--- src/rtl/mem_access_arbiter_pkg.sv ---
// Shared types and constants for the line-memory arbiter.
// Holds the FSM state encoding, the access direction type, the memory
// bus widths and the active-low enable / read-write select encodings.
package mem_access_arbiter_pkg;

    localparam int MEM_ADDR_W = 21;
    localparam int MEM_DATA_W = 27;

    localparam logic MEM_EN_ACTIVE = 1'b0;
    localparam logic MEM_EN_IDLE   = 1'b1;
    localparam logic MEM_WE_READ   = 1'b1;
    localparam logic MEM_WE_WRITE  = 1'b0;

    typedef enum logic [1:0] {
        ST_IDLE  = 2'd0,
        ST_WRITE = 2'd1,
        ST_READ  = 2'd2,
        ST_TURN  = 2'd3
    } arb_state_e;

    typedef enum logic {
        DIR_WRITE = 1'b0,
        DIR_READ  = 1'b1
    } arb_dir_e;

    // State that serves the direction opposite to the one given.
    function automatic arb_state_e opposite_state(input arb_dir_e dir);
        return (dir == DIR_WRITE) ? ST_READ : ST_WRITE;
    endfunction

endpackage

--- src/rtl/mem_access_arbiter_rd_return_pipe.sv ---
// Read-return pipeline for the line-memory arbiter (module mem_rd_return_pipe).
// A READ_LATENCY-deep valid shift register follows each issued read; when a
// bit leaves the last stage the memory read bus is captured into the output
// data register and the valid pulse is raised in the same registered cycle.
module mem_rd_return_pipe
    import mem_access_arbiter_pkg::*;
#(
    parameter int READ_LATENCY = 2
) (
    input  logic                  clk_i,
    input  logic                  rst_i,
    input  logic                  issue_i,
    input  logic [MEM_DATA_W-1:0] mem_data_i,
    output logic                  rd_valid_o,
    output logic [MEM_DATA_W-1:0] rd_data_o
);

    logic [READ_LATENCY-1:0] valid_q;
    logic                    rd_valid_q;
    logic [MEM_DATA_W-1:0]   rd_data_q;

    // Shift issued-read markers; a reset drops every read still in flight.
    always_ff @(posedge clk_i) begin
        if (rst_i) begin
            valid_q <= '0;
        end else begin
            valid_q[0] <= issue_i;
            for (int i = 1; i < READ_LATENCY; i++) begin
                valid_q[i] <= valid_q[i-1];
            end
        end
    end

    // Capture returning memory data as its marker leaves the pipe.
    always_ff @(posedge clk_i) begin
        if (rst_i) begin
            rd_valid_q <= 1'b0;
            rd_data_q  <= '0;
        end else begin
            rd_valid_q <= valid_q[READ_LATENCY-1];
            if (valid_q[READ_LATENCY-1]) begin
                rd_data_q <= mem_data_i;
            end
        end
    end

    assign rd_valid_o = rd_valid_q;
    assign rd_data_o  = rd_data_q;

endmodule

--- src/rtl/mem_access_arbiter.sv ---
// Writer/reader arbiter and sequencer for the 27-bit line memory.
// Grants are combinational; the memory strobes, address and write data are
// registered one cycle after the grant. Every direction change passes
// through a one-cycle TURN bubble with the memory disabled.
// Build option MEM_ARB_FAIRNESS_EN: round-robin selection with bursts capped
// at MAX_BURST; without it reads have fixed priority and no burst counter exists.
//
// state | meaning
// IDLE  | no access in progress; picks a direction from pending requests
// WRITE | one write granted per cycle while Wr_Req is held
// READ  | one read granted per cycle while Rd_Req is held
// TURN  | one-cycle bus turnaround, then the opposite direction
module mem_access_arbiter
    import mem_access_arbiter_pkg::*;
#(
    parameter int READ_LATENCY = 2,
    parameter int MAX_BURST    = 8
) (
    input  logic                  Sys_Clock,
    input  logic                  Reset,
    input  logic                  Wr_Req,
    input  logic [MEM_ADDR_W-1:0] Wr_Addr,
    input  logic [MEM_DATA_W-1:0] Wr_Data,
    output logic                  Wr_Gnt,
    input  logic                  Rd_Req,
    input  logic [MEM_ADDR_W-1:0] Rd_Addr,
    output logic                  Rd_Gnt,
    output logic                  Rd_Valid,
    output logic [MEM_DATA_W-1:0] Rd_Data,
    output logic                  Mem_EN,
    output logic                  Mem_WE,
    output logic [MEM_ADDR_W-1:0] Mem_Addr,
    output logic [MEM_DATA_W-1:0] Mem_Dbus_in,
    input  logic [MEM_DATA_W-1:0] Mem_Dbus_out
);

    if (READ_LATENCY < 1 || MAX_BURST < 1) begin : g_bad_params
        $error("mem_access_arbiter: READ_LATENCY and MAX_BURST must both be at least 1");
    end

    arb_state_e state_q, state_d;
    arb_dir_e   last_dir_q, last_dir_d;

    logic wr_gnt, rd_gnt;

    logic                  mem_en_q;
    logic                  mem_we_q;
    logic [MEM_ADDR_W-1:0] mem_addr_q;
    logic [MEM_DATA_W-1:0] mem_dbus_q;

    // Choice when both requests are pending in IDLE, and whether the active
    // direction must hand over after the current grant when the other waits.
    arb_state_e both_pick;
    logic       wr_yield;
    logic       rd_yield;

`ifdef MEM_ARB_FAIRNESS_EN
    localparam int BURST_W = $clog2(MAX_BURST + 1);
    localparam logic [BURST_W-1:0] BURST_MAX = BURST_W'(MAX_BURST);

    logic [BURST_W-1:0] burst_q, burst_d;
    logic               burst_last;

    // The grant in flight is the MAX_BURST-th of this run (or later).
    assign burst_last = (burst_q >= (BURST_MAX - 1'b1));
    assign both_pick  = opposite_state(last_dir_q);
    assign wr_yield   = burst_last;
    assign rd_yield   = burst_last;

    // Count grants within a run; restart on entering a direction, saturate at the cap.
    always_comb begin
        burst_d = burst_q;
        if ((state_d == ST_WRITE || state_d == ST_READ) && (state_d != state_q)) begin
            burst_d = '0;
        end else if ((wr_gnt || rd_gnt) && (burst_q != BURST_MAX)) begin
            burst_d = burst_q + 1'b1;
        end
    end

    // Burst counter register.
    always_ff @(posedge Sys_Clock) begin
        if (Reset) begin
            burst_q <= '0;
        end else begin
            burst_q <= burst_d;
        end
    end
`else
    assign both_pick = ST_READ;
    assign wr_yield  = 1'b1;
    assign rd_yield  = 1'b0;
`endif

    // State and last-direction registers.
    always_ff @(posedge Sys_Clock) begin
        if (Reset) begin
            state_q    <= ST_IDLE;
            last_dir_q <= DIR_WRITE;
        end else begin
            state_q    <= state_d;
            last_dir_q <= last_dir_d;
        end
    end

    // Next-state selection.
    always_comb begin
        state_d    = state_q;
        last_dir_d = last_dir_q;
        case (state_q)
            ST_IDLE: begin
                if (Wr_Req && Rd_Req) begin
                    state_d = both_pick;
                end else if (Rd_Req) begin
                    state_d = ST_READ;
                end else if (Wr_Req) begin
                    state_d = ST_WRITE;
                end
            end
            ST_WRITE: begin
                if (!Wr_Req) begin
                    state_d = Rd_Req ? ST_TURN : ST_IDLE;
                end else if (Rd_Req && wr_yield) begin
                    state_d = ST_TURN;
                end
            end
            ST_READ: begin
                if (!Rd_Req) begin
                    state_d = Wr_Req ? ST_TURN : ST_IDLE;
                end else if (Wr_Req && rd_yield) begin
                    state_d = ST_TURN;
                end
            end
            ST_TURN: begin
                state_d = opposite_state(last_dir_q);
            end
            default: begin
                state_d = ST_IDLE;
            end
        endcase
        if (state_d == ST_WRITE) begin
            last_dir_d = DIR_WRITE;
        end else if (state_d == ST_READ) begin
            last_dir_d = DIR_READ;
        end
    end

    // Grants; suppressed during reset because the access would be dropped.
    always_comb begin
        wr_gnt = 1'b0;
        rd_gnt = 1'b0;
        if (!Reset) begin
            wr_gnt = (state_q == ST_WRITE) && Wr_Req;
            rd_gnt = (state_q == ST_READ)  && Rd_Req;
        end
    end

    // Register the granted access onto the memory bus one cycle later.
    always_ff @(posedge Sys_Clock) begin
        if (Reset) begin
            mem_en_q   <= MEM_EN_IDLE;
            mem_we_q   <= MEM_WE_READ;
            mem_addr_q <= '0;
            mem_dbus_q <= '0;
        end else begin
            mem_en_q <= (wr_gnt || rd_gnt) ? MEM_EN_ACTIVE : MEM_EN_IDLE;
            mem_we_q <= wr_gnt ? MEM_WE_WRITE : MEM_WE_READ;
            if (wr_gnt) begin
                mem_addr_q <= Wr_Addr;
                mem_dbus_q <= Wr_Data;
            end else if (rd_gnt) begin
                mem_addr_q <= Rd_Addr;
            end
        end
    end

    mem_rd_return_pipe #(
        .READ_LATENCY(READ_LATENCY)
    ) u_rd_return_pipe (
        .clk_i     (Sys_Clock),
        .rst_i     (Reset),
        .issue_i   (rd_gnt),
        .mem_data_i(Mem_Dbus_out),
        .rd_valid_o(Rd_Valid),
        .rd_data_o (Rd_Data)
    );

    assign Wr_Gnt      = wr_gnt;
    assign Rd_Gnt      = rd_gnt;
    assign Mem_EN      = mem_en_q;
    assign Mem_WE      = mem_we_q;
    assign Mem_Addr    = mem_addr_q;
    assign Mem_Dbus_in = mem_dbus_q;

endmodule

--- config.mk ---
export PLATFORM = sky130hd
export DESIGN_NAME = mem_access_arbiter
export DESIGN_NICKNAME = d
export VERILOG_FILES = /design/src/rtl/mem_access_arbiter_pkg.sv /design/src/rtl/mem_access_arbiter_rd_return_pipe.sv /design/src/rtl/mem_access_arbiter.sv
export SDC_FILE = /design/constraint.sdc
export NUM_CORES = 1
export LEC_CHECK = 0
export ABC_AREA = 1
export CORE_ASPECT_RATIO = 1.5
export CORE_MARGIN = 2
export CORE_UTILIZATION = 36
export DETAILED_ROUTE_END_ITERATION = 7
export GPL_ROUTABILITY_DRIVEN = 0
export GPL_TIMING_DRIVEN = 0
export HOLD_SLACK_MARGIN = 0.05
export PLACE_DENSITY = 0.77
export SLEW_MARGIN = 15
export SYNTH_ARGS = -nofsm -noshare
export SYNTH_HDL_FRONTEND = slang
export SYNTH_SLANG_ARGS = --single-unit
export TNS_END_PERCENT = 5
--- constraint.sdc ---
create_clock -name Sys_Clock -period 1.2 [get_ports Sys_Clock]
set_input_delay 0.24 -clock Sys_Clock [delete_from_list [all_inputs] [get_ports Sys_Clock]]
set_output_delay 0.24 -clock Sys_Clock [all_outputs]
set_load 0.01 [all_outputs]
Yosys cells after proc, flatten, opt, wreduce, memory -nomap -nowiden
Index checks and enable logic that the tools add are counted.
Storage, ports and cells
  bits in registers: 83
  input port bits: 100
  output and inout port bits: 80
  word-level logic and storage cells: 37
Operators by class
  eq/ne operators: 5
  multiplexer cells: 16
  reductions and logical operators: 7
Operator list (number)
  $mux W21: 2
  $mux W2: 9
  $pmux W2 S4: 1
  $eq A2 B2 Y1 const B: 3
  $eq A2 B1 Y1 const B: 2
  $mux W1: 4
  $logic_and A1 B1 Y1: 3
  $logic_not A2 Y1: 1
  $reduce_bool A2 Y1: 1
  $reduce_or A2 Y1: 1
  $logic_or A1 B1 Y1: 1

Logic depth before layout (Yosys ltp)
Gate-level depths: netlist of the first run.
  depth after elaboration: 6
  depth in mapped cells: 8
  depth with buffers taken out: 8

Modules after synthesis
From an unflattened synthesis of the first run, not the netlist that was laid out.
Unflattened totals
  cell total of the unflattened synthesis: 526
  area total of the unflattened synthesis: 3626.0 µm²
Modules (own cells, without submodules)
  mem_access_arbiter: instances 1, cells each 346, area each 2389.8 µm², seq. area each 1061.0 µm²
  mem_rd_return_pipe: instances 1, cells each 180, area each 1236.2 µm², seq. area each 600.6 µm²

Worst setup path after synthesis of the first run
OpenSTA, ideal clock, no wires.
  path type: register to register
  from: register state_q[0]
  to: register mem_addr_q[11] (netlist: Mem_Addr[11])
  library setup time: 111 ps
  arrival time: 1104 ps
  setup slack: -16 ps
  cell stages (with the launch flop): 9
  cell sequence: dfxtp_1 > inv_2 > nor2_4 > nand3_4 > inv_4 > nor2_8 > buf_6 > nor2_1 > nor2_1
Between the ends
  cells in the longest elaborated chain, start to end: 4
  elaborated cells on any way between the ends: 8
RTL lines
  start, declared: RTL line mem_access_arbiter.sv:41  | arb_state_e state_q, state_d;
  start signal, assigned: RTL line mem_access_arbiter.sv:100  | state_q <= state_d;
  $eq A2 B1 Y1 (*): RTL line mem_access_arbiter.sv:152  | wr_gnt = (state_q == ST_WRITE) && Wr_Req;
  $logic_and A1 B1 Y1 (*): RTL line mem_access_arbiter.sv:152
  $mux W1 (*): RTL line mem_access_arbiter.sv:151  | if (!Reset) begin
  via Wr_Gnt: RTL line mem_access_arbiter.sv:24  | output logic Wr_Gnt,
  $mux W21 / $reduce_bool A2 Y1 (equally long branches)
  end signal, assigned: RTL line mem_access_arbiter.sv:168  | mem_addr_q <= Wr_Addr;
  end signal, assigned: RTL line mem_access_arbiter.sv:171  | mem_addr_q <= Rd_Addr;
  end, declared: RTL line mem_access_arbiter.sv:48  | logic [MEM_ADDR_W-1:0] mem_addr_q;
Mark *: on every way through the listed nets, which the timed path passes. The rest lies on a longest branch.
A chain may end at the register's enable or synchronous reset.

Worst setup path after layout of the first run
  from: register state_q[0]
  to: output Wr_Gnt
Between the ends
  cells in the longest elaborated chain, start to end: 3
RTL lines (RTL line)
  $eq A2 B1 Y1: mem_access_arbiter.sv:152
  $logic_and A1 B1 Y1: mem_access_arbiter.sv:152
  $mux W1: mem_access_arbiter.sv:151
  end, declared: mem_access_arbiter.sv:24
No other way between the ends.

==> results by group, run 1 <==
STA
  • Minimum clock period after layout: roughly 1400 ps
  • Setup ws final: -211 ps
  • Layout Skew: ~5 ps
  • Worst-margin pin slew: around 340 ps
  • Relative slew slack: 77.0%
  • Max Fclk: 0.709 GHz
  • RSZ-0062 raised after global routing: true
  • Final setup fails: 32
  • Final worst path period share: 118%
  • Hold Vio Cnt, Final: 0
  • Max-slew violation count: 0
  • Final setup TNS: -2960 ps

Placed design
  • Port bufs: roughly 180
  • DP Worst Slack: -848 ps
  • Placed Cells: about 770
  • Post-Place Cell Area: ~5400 um^2
  • HPWL after detailed placement: approximately 8400 um

Clock network
  • CTS tree: yes
  • Hold_buf cts: 0
  • Sink Count: 83
  • CTS Buf Count: 9
  • Max clock buf depth: 2
  • Clock H-tree levels: 3
  • Clk pin slew, worst setup/hold paths: 60 ps
  • Root buf cell: clkbuf_16
  • Skew-Pair Late Insertion Delay: between 300 and 400 ps

GRT
  • Global-route wire length before repair: between 15000 and 20000 um
  • GRT Total Usage: 22.2%
  • Largest net degree at the start of global routing: 15
  • Vias in the first global route: 3860
  • GRT Residual Overflow: 0
  • Initial antenna violation count: 0

Outcome
  • Violated checks: negative setup slack
  • Status: complete, but fails checks

Power
  • VDD IR max: between 0.8 and 0.9 mV
  • Lkg Pwr: 2.88 nW
  • Power Density: 1250 nW/um^2

Worst setup path
  • R2R setup slack: -150 ps
  • Crit path DAT: roughly 1200 ps
  • Worst Path Buf+Inv: 3
  • R2R Path Start: state_q[0]
  • Max Fanout on Critical Path: 3
  • Worst EP required: between 900 and 1000 ps
  • Critical path launch point: state_q[0]
  • Max incr delay on CP: about 370 ps
  • Startpoint types: flop
  • Crit path to: Wr_Gnt
  • Reg2Reg Depth: 8
  • Crit. path cell count: 5
  • Kind of cell adding the most delay to the critical path: flip-flops
  • Critical Path End Type: primary output
  • Worst-path cell chain: inv_4 -> nor2_4 -> nand3_4 -> inv_8 -> buf_6
  • Worst R2R End: Mem_Addr[20]
  • Crit path kind: flop to primary output
  • CP max-delay cell: dfxtp_4

Logic synthesis
  • Synth Area in XOR/XNOR: 0%
  • Post-Syn Area: 3430 um^2
  • Area leader, netlist: dfxtp_1
  • Synth Instances: 475
  • Mux cell area share after synthesis: 0%
  • Seq/Total Area, Yosys: between 40 and 50%
  • Post-synthesis simple-gate area fraction: a little under two fifths
  • Compound-Gate Fraction of Synth Area: under 10%
  • Post-synthesis register bit count: 83
  • Syn_nets: 575
  • Synth top area cells: dfxtp_1 48%, nor2_1 17%, nand2_1 9.2%, o21ai_0 7.9%, nand3b_1 4.4%
  • Unique masters post-synth: 21
  • Adder-Cell Fraction of Synth Area: 0%
  • Share of the synthesized area in the top cell type: between 40% and 50%
  • Largest family of logic cells by synthesized area: simple AND/OR/NAND/NOR gates
  • Post-Syn Area per Cell: between 7 and 8 um^2
  • Synth warnings: 0

Min path
  • Hold crit path type: input port to flop

Floorplanning
  • IO Pins: 180
  • Core footprint: 9250 um^2
  • Site row count: between 40 and 50
  • Die area: slightly above 10000 um^2
  • Initial core utilization: roughly 37%
  • Die extent in y: between 100 and 150 um
  • Die span in x: roughly 84 um

Drt
  • Per-cell routed wire length: 14.6 um
  • Post-route DRC: 0
  • Via density: about 4.8
  • Pre-Repair DR Iteration Count: 6
  • Vias: about 3.8k
  • Drt total wl: approximately 12000 um
  • Routed Antenna Nets: 0
  • Starting DRC count in detailed routing: 132

Finish
  • Diodes inserted: 0
  • FILL cells: around 820
  • Share of cells above drive strength 1: between 10% and 20%
  • Post-route cell area: between 5000 and 6000 um^2
  • Non-filler cells, final: 800
  • Most common cell after layout, fill and taps aside: nor2_1
  • Final design utilization: 64.5%
  • Final net count: between 700 and 800
  • Most frequent cells in the layout: 152 x nor2_1, 96 x clkdlybuf4s50_1, 81 x dfxtp_1
  • P&R area growth vs syn: 74.1%

Run
  • Max_cap viols: 0
power by group:
part / internal, mW / switching [mW]
registers: 2.89 / 0.0751
logic: 0.667 / 0.521
clock network: 2.16 / 1.15
total: 5.72 / 1.75
stage by stage:
stage | total power [mW] | hold WS (ps)
2_1_floorplan | 3.46 | 305
6_report | 7.47 | 295
4_1_cts | 7.46 | 293
3_5_place_dp | 4.15 | 404
3_3_place_gp | 4.13 | 405
5_1_grt | 7.74 | 341
cell families (layout without fill, tap and decap cells):
group | count (synthesis) | in the layout
AND/OR/NAND/NOR | 288 | 288
flip-flops | 83 | 83
AO/OA/AOI/OAI | 55 | 55
buffers and inverters | 49 | 262
synth_stat cells:
cell type / n
inv_4: 2
buf_2: 8
o21ai_0: 54
inv_2: 3
dfxtp_1: 83
nand3_4: 1
buf_4: 2
nand3b_1: 20
nand3b_2: 1
buf_6: 3
a21oi_1: 1
nor2_8: 2
inv_1: 16
nand3_1: 19
nand2_1: 84
buf_1: 3
clkbuf_1: 12
nand2_2: 2
nor2_1: 156
nand2_4: 1
nor2_4: 2
repair_timing:
item                       4_1_cts  5_1_grt
setup buffers                   13        3
cloned                           1        1
resized for setup              163      113
setup endpoints to repair      158      139
pin swaps                        4        9
flip-flops by register name, summed over array words and instances, names as in the netlist:
| signal | count |
|---|---|
| Mem_EN | 1 |
| u_rd_return_pipe.valid_q | 2 |
| Mem_Addr | 21 |
| u_rd_return_pipe.rd_data_o | 27 |
| Mem_Dbus_in | 27 |
| last_dir_q | 1 |
| state_q | 2 |
| Mem_WE | 1 |
| u_rd_return_pipe.rd_valid_o | 1 |
area by class of cell:
cell class / instances / area (um^2) / area share (%)
repair buffers: 197 / 1870 / 31.4
well taps: 112 / 140 / 2.35
clock buffers: 11 / 253 / 4.24
multi-input cells: 343 / 1590 / 26.6
clock inverters: 5 / 108 / 1.80
flip-flops and latches: 83 / 1670 / 28.0
plain buffers: 28 / 241 / 4.05
inverters: 21 / 93.8 / 1.57
worst min-delay path by stage:
stage,from,end,slack [ps],depth (start not counted)
floorplan,Reset,state_q[0],300,1
global placement,u_rd_return_pipe.valid_q[0],u_rd_return_pipe.valid_q[1],400,2
detailed placement,u_rd_return_pipe.valid_q[0],u_rd_return_pipe.valid_q[1],400,2
CTS,Reset,u_rd_return_pipe.valid_q[1],290,2
global route,Reset,state_q[0],340,2
finish,Reset,state_q[0],300,2
worst reg2reg max path, stage by stage, from the launching register on:
cell,delay (ps)
dfxtp_4,370
inv_4,50
nor2_4,110
nand3_4,120
buf_6,180
clkbuf_4,190
nand3b_1,110
nand2_1,60
nor2_1,100
layer usage:
layer	share of wire [%]	global-route usage (%)	up-vias
li1	-	-	1907
met5	0	0	-
met3	8.5	8.01	16
met4	1.7	8.47	0
met1	35	21.9	1752
met2	54	42.1	139
(Power assumes the default switching activity.)
==> run 2: changes to the inputs <==
- CORE_UTILIZATION: 36 -> 52
- DONT_BUFFER_PORTS: unset -> 1
- HOLD_SLACK_MARGIN: 0.05 -> unset
- PLACE_DENSITY: 0.77 -> 0.7
==> results by group, run 2 (synthesized netlist as in run 1, its figures left out) <==
Outcome
  • Status: complete, but fails checks
  • Violated checks: negative setup slack

GRT
  • Global-route wire length before repair: between 10000 and 15000 um
  • Initial antenna violation count: 0
  • Largest net degree at the start of global routing: 14
  • Vias in the first global route: between 2k and 3k
  • GRT Total Usage: 22.8%
  • GRT Residual Overflow: 0

Worst setup path
  • Startpoint types: flop
  • Kind of cell adding the most delay to the critical path: flip-flops
  • Crit path DAT: 1140 ps
  • Reg2Reg Depth: 7
  • Crit path kind: flop to primary output
  • Worst EP required: around 960 ps
  • Max incr delay on CP: roughly 380 ps
  • Max Fanout on Critical Path: 7
  • Crit. path cell count: 3
  • Critical Path End Type: primary output
  • Worst-path cell chain: nor2_4 -> nand3_4 -> inv_8
  • CP max-delay cell: dfxtp_4
  • Worst Path Buf+Inv: 1

STA
  • Final worst path period share: 115%
  • Worst-margin pin slew: ~440 ps
  • Hold Vio Cnt, Final: 0
  • RSZ-0062 raised after global routing: true
  • Final setup fails: roughly 50
  • Setup ws final: -180 ps
  • Max Fclk: between 0.7 and 0.8 GHz
  • Minimum clock period after layout: about 1400 ps
  • Max-slew violation count: 0
  • Relative slew slack: 70.7%
  • Layout Skew: 8.78 ps

Finish
  • Diodes inserted: 0
  • FILL cells: about 630
  • Share of cells above drive strength 1: ~14%
  • P&R area growth vs syn: 14.8%
  • Final net count: 598
  • Most common cell after layout, fill and taps aside: nor2_1
  • Most frequent cells in the layout: 151 x nor2_1, 84 x nand2_1, 81 x dfxtp_1

Drt
  • Routed Antenna Nets: 0
  • Starting DRC count in detailed routing: roughly 130
  • Post-route DRC: 0
  • Per-cell routed wire length: approximately 15 um
  • Drt total wl: 8560 um
  • Pre-Repair DR Iteration Count: 6
  • Vias: 3037
  • Via density: 5.25

Power
  • VDD IR max: between 0.9 and 1 mV
  • Tot Pwr: roughly 5.8 mW
  • Lkg Pwr: 1.93 nW
  • Power Density: approximately 1500 nW/um^2

Floorplanning
  • Core footprint: between 6000 and 7000 um^2
  • Die span in x: 70.3 um
  • Die area: about 7300 um^2
  • Die extent in y: slightly above 100 um
  • IO Pins: 180
  • Site row count: 36
  • Initial core utilization: a little over half

Clock network
  • Clk pin slew, worst setup/hold paths: ~90 ps
  • Skew-Pair Late Insertion Delay: about 350 ps
  • Max clock buf depth: 2
  • Root buf cell: clkbuf_8
  • Sink Count: 83
  • Clock H-tree levels: 3
  • CTS tree: yes
  • CTS Buf Count: 9

Placed design
  • DP Worst Slack: -254 ps
  • Port bufs: 0
  • HPWL after detailed placement: roughly 6300 um

Min path
  • Worst hold path depth: 2
  • Hold crit path type: input port to flop

Run
  • Max_cap viols: 0
-- run 2: cell types whose count changed in the layout (fill, tap and decap cells not counted), sizes merged --
cell           change
clkdlybuf4s50     -96
clkdlybuf4s15     -46
clkbuf            -20
dlygate4sd2       -13
buf               -10
bufinv             -1
clkinvlp           +1
dlygate4sd3        +1
inv                -1
-- run 2: worst register-to-register path, delay by kind of cell (launching register included) --
family | cells | cell delay, ps
buffers and inverters | 2 | 340
DFF | 1 | 380
and+or+nand+nor | 5 | 530
-- run 2: area by class of cell --
type / count / area, um^2 / area share, %
clock buffers: 12 / 155 / 3.94
flip-flops and latches: 83 / 1670 / 42.4
multi-input cells: 343 / 1560 / 39.6
clock inverters: 4 / 72.6 / 1.84
inverters: 21 / 91.3 / 2.32
well taps: 76 / 95.1 / 2.42
repair buffers: 12 / 105 / 2.67
plain buffers: 28 / 188 / 4.77
-- run 2: final timing paths --
check | slack, ps | startpoint | end
max | -180 | state_q[1] | Wr_Gnt
min reg2reg | 420 | u_rd_return_pipe.valid_q[0] | u_rd_return_pipe.valid_q[1]
max reg2reg | -120 | state_q[1] | Mem_Addr[10]
min | 20 | Wr_Data[22] | Mem_Dbus_in[22]
-- run 2: routing by layer --
metal | part of all wire [%] | GRT usage [%] | routed length (um)
met3 | 9.0 | 8.24 | 768
met5 | 0 | 0 | 0
met2 | 51 | 39.8 | 4340
met4 | 2.1 | 10.5 | 180
met1 | 38 | 24.8 | 3270
-- run 2: per-stage QoR --
stage                     util, %  instance area, um^2  hold WS, ps  TNS, ps  instances
after floorplan                 -                 3430          305        0        475
after global placement       54.7                 3530          307    -9320        551
after detailed placement     54.7                 3530          310   -11870        551
after CTS                    59.8                 3850         9.18    -3210        575
after global routing         61.1                 3940         8.11    -8430        579
final                        61.1                 3940         18.4    -3010        579
-- run 2: timing repair --
action | CTS | global route
gates resized for setup | 16 | 18
buffers inserted | 6 | 4
gates cloned | 1 | 0
pin swaps | 4 | 5
endpoints found under the setup margin | 71 | 72
hold buffers | 1 | 0
hold endpoints to repair | 4 | 0
-- run 2: where the power goes --
group	total, mW	switching (mW)	internal [mW]
sequential	3.04	0.150	2.89
clock	2.27	0.983	1.28
combinational	0.539	0.315	0.225
total	5.84	1.45	4.40
